**config.mk**
```make
export PLATFORM = sky130hd
export DESIGN_NAME = uart_tx
export DESIGN_NICKNAME = d
export VERILOG_FILES = /design/src/rtl/uart_tx.sv
export SDC_FILE = /design/constraint.sdc
export NUM_CORES = 1
export LEC_CHECK = 0
export ABC_AREA = 0
export CORE_MARGIN = 5
export CORE_UTILIZATION = 62
export CTS_CLUSTER_DIAMETER = 30
export DETAILED_ROUTE_END_ITERATION = 6
export GPL_ROUTABILITY_DRIVEN = 0
export PLACE_DENSITY = 0.82
export SKIP_CTS_REPAIR_TIMING = 1
export SLEW_MARGIN = 30
export SYNTH_ARGS = -nofsm -noshare
export SYNTH_HDL_FRONTEND = slang
export SYNTH_SLANG_ARGS = --single-unit
```
**constraint.sdc**
```tcl
create_clock -name clk -period 6.9 [get_ports clk]
set_input_delay 0.69 -clock clk [delete_from_list [all_inputs] [get_ports clk]]
set_output_delay 0.69 -clock clk [all_outputs]
set_load 0.05 [all_outputs]
```
**src/rtl/uart_tx.sv**
```systemverilog
// UART transmitter with a small transmit FIFO.
// 8N1 framing, LSB first, line idles high.
module uart_tx #(
    parameter int BAUDRATE_DIV = 5,
    parameter int FIFO_DEPTH   = 4
) (
    input  logic       clk,
    input  logic       rst_n,
    input  logic [7:0] i_tx_data,
    input  logic       i_tx_valid,
    output logic       o_tx_ready,
    output logic       o_txp,
    output logic       o_tx_busy
);

    localparam int AW = $clog2(FIFO_DEPTH);
    localparam int CW = AW + 1;
    localparam int BW = $clog2(BAUDRATE_DIV + 1);
    localparam logic [BW-1:0] BAUD_LAST = BW'(BAUDRATE_DIV - 1);
    localparam logic [CW-1:0] FULL      = CW'(FIFO_DEPTH);

    typedef enum logic [1:0] {IDLE, START, DATA, STOP} state_t;

    state_t        state, state_d;
    logic [BW-1:0] baud_cnt, baud_d;
    logic [2:0]    bit_cnt, bit_d;
    logic [7:0]    shreg, shreg_d;
    logic          txp_d;

    logic [7:0]    mem [FIFO_DEPTH];
    logic [AW-1:0] wr_ptr, rd_ptr;
    logic [CW-1:0] count;
    logic          push, pop, baud_end, fifo_empty;

    assign o_tx_ready = (count != FULL);
    assign fifo_empty = (count == '0);
    assign push       = i_tx_valid && o_tx_ready;
    assign baud_end   = (baud_cnt == BAUD_LAST);
    assign o_tx_busy  = (state != IDLE) || !fifo_empty;

    always_comb begin
        state_d = state;
        baud_d  = baud_cnt + 1'b1;
        bit_d   = bit_cnt;
        shreg_d = shreg;
        pop     = 1'b0;
        unique case (state)
            IDLE: begin
                baud_d = '0;
                if (!fifo_empty) begin
                    pop     = 1'b1;
                    shreg_d = mem[rd_ptr];
                    state_d = START;
                end
            end
            START: begin
                if (baud_end) begin
                    baud_d  = '0;
                    bit_d   = 3'd0;
                    state_d = DATA;
                end
            end
            DATA: begin
                if (baud_end) begin
                    baud_d  = '0;
                    shreg_d = shreg >> 1;
                    bit_d   = bit_cnt + 3'd1;
                    if (bit_cnt == 3'd7) state_d = STOP;
                end
            end
            STOP: begin
                if (baud_end) begin
                    baud_d = '0;
                    // Chain straight into the next frame when data is waiting.
                    if (!fifo_empty) begin
                        pop     = 1'b1;
                        shreg_d = mem[rd_ptr];
                        state_d = START;
                    end else begin
                        state_d = IDLE;
                    end
                end
            end
            default: begin
                baud_d  = '0;
                state_d = IDLE;
            end
        endcase

        unique case (state_d)
            START:   txp_d = 1'b0;
            DATA:    txp_d = shreg_d[0];
            default: txp_d = 1'b1;
        endcase
    end

    always_ff @(posedge clk) begin
        if (!rst_n) begin
            state    <= IDLE;
            baud_cnt <= '0;
            bit_cnt  <= '0;
            shreg    <= '0;
            o_txp    <= 1'b1;
            wr_ptr   <= '0;
            rd_ptr   <= '0;
            count    <= '0;
        end else begin
            state    <= state_d;
            baud_cnt <= baud_d;
            bit_cnt  <= bit_d;
            shreg    <= shreg_d;
            o_txp    <= txp_d;
            if (push) wr_ptr <= wr_ptr + 1'b1;
            if (pop)  rd_ptr <= rd_ptr + 1'b1;
            if (push && !pop)      count <= count + 1'b1;
            else if (!push && pop) count <= count - 1'b1;
        end
    end

    always_ff @(posedge clk) begin
        if (push && rst_n) mem[wr_ptr] <= i_tx_data;
    end

endmodule

```
# Yosys cells after proc, flatten, opt, wreduce, memory -nomap -nowiden
# Memories as Yosys holds them, arrays and structs flattened. A register that Yosys moved wholly into a read port is not among the register bits.
# Cells that the tools add are included.
[totals] regBits=24 ramBits=32 output_inout_bits=3 elab_cells=70 n_memories=1
[classes] n_addsub=6 eq_ne=11 muxes=26 reduce_logical=17
[memory_table] name="mem" depth=4 width=8 rd=1 rd_clocked_by_memory_dff=1 write_ports=1 line_no="30" source="logic [7:0] mem [FIFO_DEPTH];"
[ops] op="$mux 8" count=3
[ops] op="$pmux 8 s3" count=1
[ops] op="$mux 3" count=5
[ops] op="$mux 2" count=7
[ops] op="$pmux 3 s2" count=2
[ops] op="$add 3x1->3 const B" count=3
[ops] op="$pmux 2 s4" count=1
[ops] op="$eq 2x2->1 const B" count=3
[ops] op="$eq 3x3->1 const B" count=2
[ops] op="$ne 2x2->1 const B" count=3
[ops] op="$reduce_and 3->1" count=2
[ops] op="$reduce_bool 2->1" count=3
[ops] op="$mux 1" count=5
[ops] op="$add 2x1->2 const B" count=2
[ops] op="$eq 2x1->1 const B" count=2
[ops] op="$logic_and 1x1->1" count=4
[ops] op="$pmux 1 s2" count=2
[ops] op="$logic_not 1->1" count=3
[ops] op="$logic_not 3->1" count=1
[ops] op="$ne 3x3->1 const B" count=1
[ops] op="$reduce_bool 3->1" count=1
[ops] op="$reduce_or 3->1" count=1
[ops] op="$sub 3x1->3 const B" count=1
[ops] op="$logic_not 2->1" count=1
[ops] op="$logic_or 1x1->1" count=1

# Logic depth before layout (Yosys ltp)
[depth] word_depth=7 ltp_mapped=10

# Worst setup path before layout
# OpenSTA, ideal clock, no wires.
[synth_path] kind="flip-flop to flip-flop" from="reg count[0]" to="reg count[2]" setup_ns=0.071 t_arrival_ns=2.410 required_ns=6.829 setup_slack_ns=4.420 path_stages_with_launch=11 n_path_buf=1 period_less_slack_ns=2.480 path_cell_list="dfxtp_1 -> nor2_1 -> nand2_1 -> and2_1 -> clkbuf_1 -> ha_1 -> inv_1 -> fa_1 -> xor2_1 -> or3_1 -> a21oi_1"
[synth_via] word_cells_on_any_way=15 classes_between="add/sub: 2; eq/ne: 1; mux: 5; reduce/logical: 7"
[synth_rtl] element="start, declared" line_no="32" source="logic [CW-1:0] count;"
[synth_rtl] element="start signal, assigned" line_no="115" source="if (push && !pop) count <= count + 1'b1;"
[synth_rtl] element="start signal, assigned" line_no="116" source="else if (!push && pop) count <= count - 1'b1;"
[synth_rtl] element="$ne 3x3->1 (*)" line_no="35" source="assign o_tx_ready = (count != FULL);"
[synth_rtl] element="named net o_tx_ready" line_no="11" source="output logic o_tx_ready,"
[synth_rtl] element="$logic_and 1x1->1 (*)" line_no="37" source="assign push = i_tx_valid && o_tx_ready;"
[synth_rtl] element="$logic_not 1->1" line_no="116"
[synth_rtl] element="$logic_and 1x1->1" line_no="116"
[synth_rtl] element="$reduce_bool 2->1 (no source line)"
# The timed path passes the listed nets; every way through them passes the cells marked *. The select of a mux whose other input is x is not followed.
# A chain may end at the register's enable or synchronous reset.

# Final worst setup path
[layout_path] from="reg state[1]" to="reg count[2]"
[layout_via] elab_chain_cells=5 word_cells_on_any_way=8 classes_between="eq/ne: 1; mux: 2; reduce/logical: 5"
[layout_lines] element="start, declared" line_no="24" source="state_t state, state_d;"
[layout_lines] element="start signal, assigned" line_no="108" source="state <= state_d;"
[layout_lines] element="$eq 2x2->1 / $logic_not 2->1 (equally long branches)" line_no="47" source="unique case (state)"
[layout_lines] element="$pmux 1 s2 (*)" line_no="47"
[layout_lines] element="$logic_not 1->1" line_no="115"
[layout_lines] element="$logic_and 1x1->1" line_no="115"
[layout_lines] element="$mux 3 / $reduce_bool 2->1 (equally long branches)"
# Mark *: on every way between the ends. The rest lies on a longest branch, timed or not.

==> run summary <==
## Outcome
• finished, final reports clean — run status

## Layout
• 0 — ant diodes
• 2920 sq um — Final Cell Area
• 245 — Layout Nets
• 11.8% — area growth from synthesis to layout
• 264 — number of fill cells in the layout
• 1050 sq um — multi-input gate area in the final layout
• 1480 sq um — Reg area
• 0.0804 — fraction of layout instances using a drive strength above 1

## Synth
• sky130_fd_sc_hd__edfxtp_1 — most instantiated flip-flop cell in the synthesis netlist
• 2610 sq um — cell area after technology mapping
• 58 — number of flip-flops and latches in the synthesized netlist
• 0.568 — Seq/Total Area, Yosys
• 228 — number of nets produced by synthesis
• 32 — number of synthesized flops with an enable pin
• 0.368 — area fraction of the dominant cell type after synthesis
• 0 — number of synthesis warnings
• sky130_fd_sc_hd__edfxtp_1 — cell type with the largest total area after synthesis
• 37 — unique cell type count in the Yosys netlist
• 202 — gate count after technology mapping
• 0 — Async SR Flop Fraction
• sky130_fd_sc_hd__edfxtp_1 (37%), sky130_fd_sc_hd__dfxtp_1 (20%), sky130_fd_sc_hd__mux4_1 (7.1%) — top post-synthesis cells by area
• 12.9 sq um — average cell area after synthesis

## Worst setup path
• flip-flop — type of destination of the critical path
• flip-flop — Setup crit start kind
• sky130_fd_sc_hd__dfxtp_1 — library cell contributing the largest single delay on the critical path
• 9 — maximum fanout encountered on the critical timing path
• reg -> reg — worst setup path category
• 7.14 ns — critical path data required time
• 0.42 ns — largest incremental delay on the critical path
• inv_1 -> ha_1 -> a31oi_2 -> or3_4 -> ha_1 -> inv_1 -> fa_1 -> xor2_1 -> or3_1 -> a21oi_1 — cell chain of the critical path
• 3.01 ns — CP Data Arrival Time
• 2 — number of buffers and inverters on the critical path
• adder cells — family with the most delay on the worst path

## Place
• 3.22 mm — HPWL after DPL
• 2760 sq um — Placed Area
• 13 — count of port buffers added during placement

## STA
• 0 — count of final hold-check violations
• 0.455 ns — WHS
• 0 ns — Fin Setup TNS
• 0.402 — share of the clock period used by the worst path
• false — setup repair after global routing missed its margin
• 360 MHz — Achievable Freq
• 0.00566 ns — Clock Skews
• 2.78 ns — minimum period implied by the final worst setup slack
• 0 — final setup violating endpoints
• 0.554 — Max transition margin
• 0 — Pins Over Slew Limit
• 0.668 ns — slew of the pin with the lowest slew margin

## Floorplanning
• 23 — row count
• 4030 sq um — total core area
• 0.648 — starting density of the core
• 5600 sq um — overall die area
• 74.9 um — Die Span X
• 74.9 um — die boundary height
• 14 — number of ports placed on the die boundary

## Clocking
• 58 — clock sink count
• 9 — cts bufs inserted
• 0.31 ns — Worst-Skew Late Latency
• 0.06 ns — CTS clock-pin slew for the worst setup and hold paths
• 2 — maximum buffer depth of the clock tree
• 3 — H-Tree Depth
• sky130_fd_sc_hd__clkbuf_8 — cell at the root of the clock tree
• done — TritonCTS clock tree

## Pwr
• 1.08 mW — overall power
• 371 nW/um^2 — power per cell area
• 1.09 nW — Static Leak
• 0.296 mV — Max rail drop VDD

## Global routing
• 7.72 mm — global-route wire length before repair
• 0 — overflow left after global routing
• 23 — largest net degree at the start of global routing
• 0.316 — met2 capacity usage during global routing
• 1,662 — vias in the first global route
• 0.233 — met1 track demand over resource
• 0.0454 — met3 layer usage reported by global route
• met2 — GRT busiest layer
• 0.188 — overall fraction of global-route tracks in use
• 0 — antenna violations before repair

## Run
• 0 — number of max-capacitance violations reported

## Worst hold path
• reg -> reg — hold crit path type

## Route
• 4 — 1st-pass router iterations
• 4.53 mm — aggregate routed wire length
• 0 — detailed-route DRC error count
• 0 — remaining number of nets flagged by the antenna check after routing
• 16.5 um — WL per Instance
• 5.91 — via density per instance
• 1,619 — Vias
• 116 — initial drt markers

[cells in the final DEF (no fill, tap or decap), types with 2 or more instances in the layout]
cell	synthesis	final
sky130_fd_sc_hd__and2_1	5	5
sky130_fd_sc_hd__nor2_1	23	23
sky130_fd_sc_hd__clkinv_1	0	3
sky130_fd_sc_hd__o21ai_0	11	11
sky130_fd_sc_hd__xnor2_1	3	3
sky130_fd_sc_hd__mux2i_1	10	10
sky130_fd_sc_hd__a22oi_1	8	8
sky130_fd_sc_hd__and3_1	6	6
sky130_fd_sc_hd__xor2_1	2	2
sky130_fd_sc_hd__nand2_1	10	10
sky130_fd_sc_hd__clkbuf_1	4	2
sky130_fd_sc_hd__or3_1	2	2
sky130_fd_sc_hd__nand3_1	2	2
sky130_fd_sc_hd__mux4_1	7	7
sky130_fd_sc_hd__ha_1	14	14
sky130_fd_sc_hd__clkdlybuf4s50_1	0	13
sky130_fd_sc_hd__edfxtp_1	32	32
sky130_fd_sc_hd__dfxtp_1	26	26
sky130_fd_sc_hd__inv_1	9	9
sky130_fd_sc_hd__clkbuf_8	0	9
sky130_fd_sc_hd__a21oi_1	5	5
sky130_fd_sc_hd__clkinv_2	0	2
sky130_fd_sc_hd__nor3_1	5	5
[worst register-to-register path, cell delays in order (launching register included)]
cell,delay [ns]
sky130_fd_sc_hd__dfxtp_1,0.42
sky130_fd_sc_hd__inv_1,0.13
sky130_fd_sc_hd__ha_1,0.28
sky130_fd_sc_hd__a31oi_2,0.40
sky130_fd_sc_hd__or3_4,0.23
sky130_fd_sc_hd__ha_1,0.18
sky130_fd_sc_hd__inv_1,0.06
sky130_fd_sc_hd__fa_1,0.37
sky130_fd_sc_hd__xor2_1,0.16
sky130_fd_sc_hd__or3_1,0.30
sky130_fd_sc_hd__a21oi_1,0.15
[final timing paths]
| check | startpoint | end | slack (ns) | cells past startpoint |
|---|---|---|---|---|
| worst max-delay path | state[1] | count[2] | 4.12 | 10 |
| worst min-delay path | baud_cnt[0] | baud_cnt[0] | 0.46 | 1 |
| worst max register to register | state[1] | count[2] | 4.12 | 10 |
| worst min register to register | baud_cnt[0] | baud_cnt[0] | 0.46 | 1 |
[cell usage after synthesis (6+ instances only)]
cell type	n
sky130_fd_sc_hd__mux4_1	7
sky130_fd_sc_hd__nor2_1	23
sky130_fd_sc_hd__dfxtp_1	26
sky130_fd_sc_hd__a22oi_1	8
sky130_fd_sc_hd__o21ai_0	11
sky130_fd_sc_hd__nand2_1	10
sky130_fd_sc_hd__ha_1	14
sky130_fd_sc_hd__inv_1	9
sky130_fd_sc_hd__mux2i_1	10
sky130_fd_sc_hd__edfxtp_1	32
sky130_fd_sc_hd__and3_1	6
[sequential cells by signal, indices dropped and copies added (netlist names), named ones only]
register / flops
baud_cnt: 3
o_txp: 1
state: 2
rd_ptr: 2
wr_ptr: 2
bit_cnt: 3
mem: 32
shreg: 8
count: 3
[through the flow]
step                instances  worst slack (ns)  utilization
floorplan                 202              4.42            -
global placement          258              4.24        0.686
detailed placement        258              4.14        0.686
CTS                       274              4.16        0.724
global route              274              4.00        0.724
finish                    274              4.12        0.724
[power breakdown]
| group | total [mW] | internal, mW | switching [mW] | leakage [nW] |
|---|---|---|---|---|
| clock network | 0.244 | 0.125 | 0.119 | 0.0796 |
| logic | 0.375 | 0.174 | 0.201 | 0.505 |
| registers | 0.463 | 0.415 | 0.0484 | 0.503 |
| total | 1.08 | 0.715 | 0.368 | 1.09 |
[kinds of logic (layout without fill, tap and decap cells)]
family,count (synthesis),after routing,share of synthesized area
flops,58,58,0.568
simple gates,57,57,0.105
compound gates,32,32,0.0858
mux,19,19,0.122
buf+inv,16,38,0.0278
fa+ha+maj,15,15,0.0748
xor+xnor,5,5,0.0168
[layer usage]
| metal | vias up | wire length (um) |
|---|---|---|
| li1 | 781 | - |
| met1 | 798 | 1960 |
| met2 | 34 | 2370 |
| met3 | 6 | 151 |
| met4 | 0 | 54 |
| met5 | - | 0 |
[layout make-up]
type / count / share of cell area
Inverter: 9 / 0.0116
Sequential cell: 58 / 0.508
Timing Repair Buffer: 13 / 0.0446
Multi-Input combinational cell: 128 / 0.362
Clock inverter: 5 / 0.00730
Tap cell: 50 / 0.0215
Clock buffer: 11 / 0.0451
No activity file was read; power rests on OpenSTA's default activity.
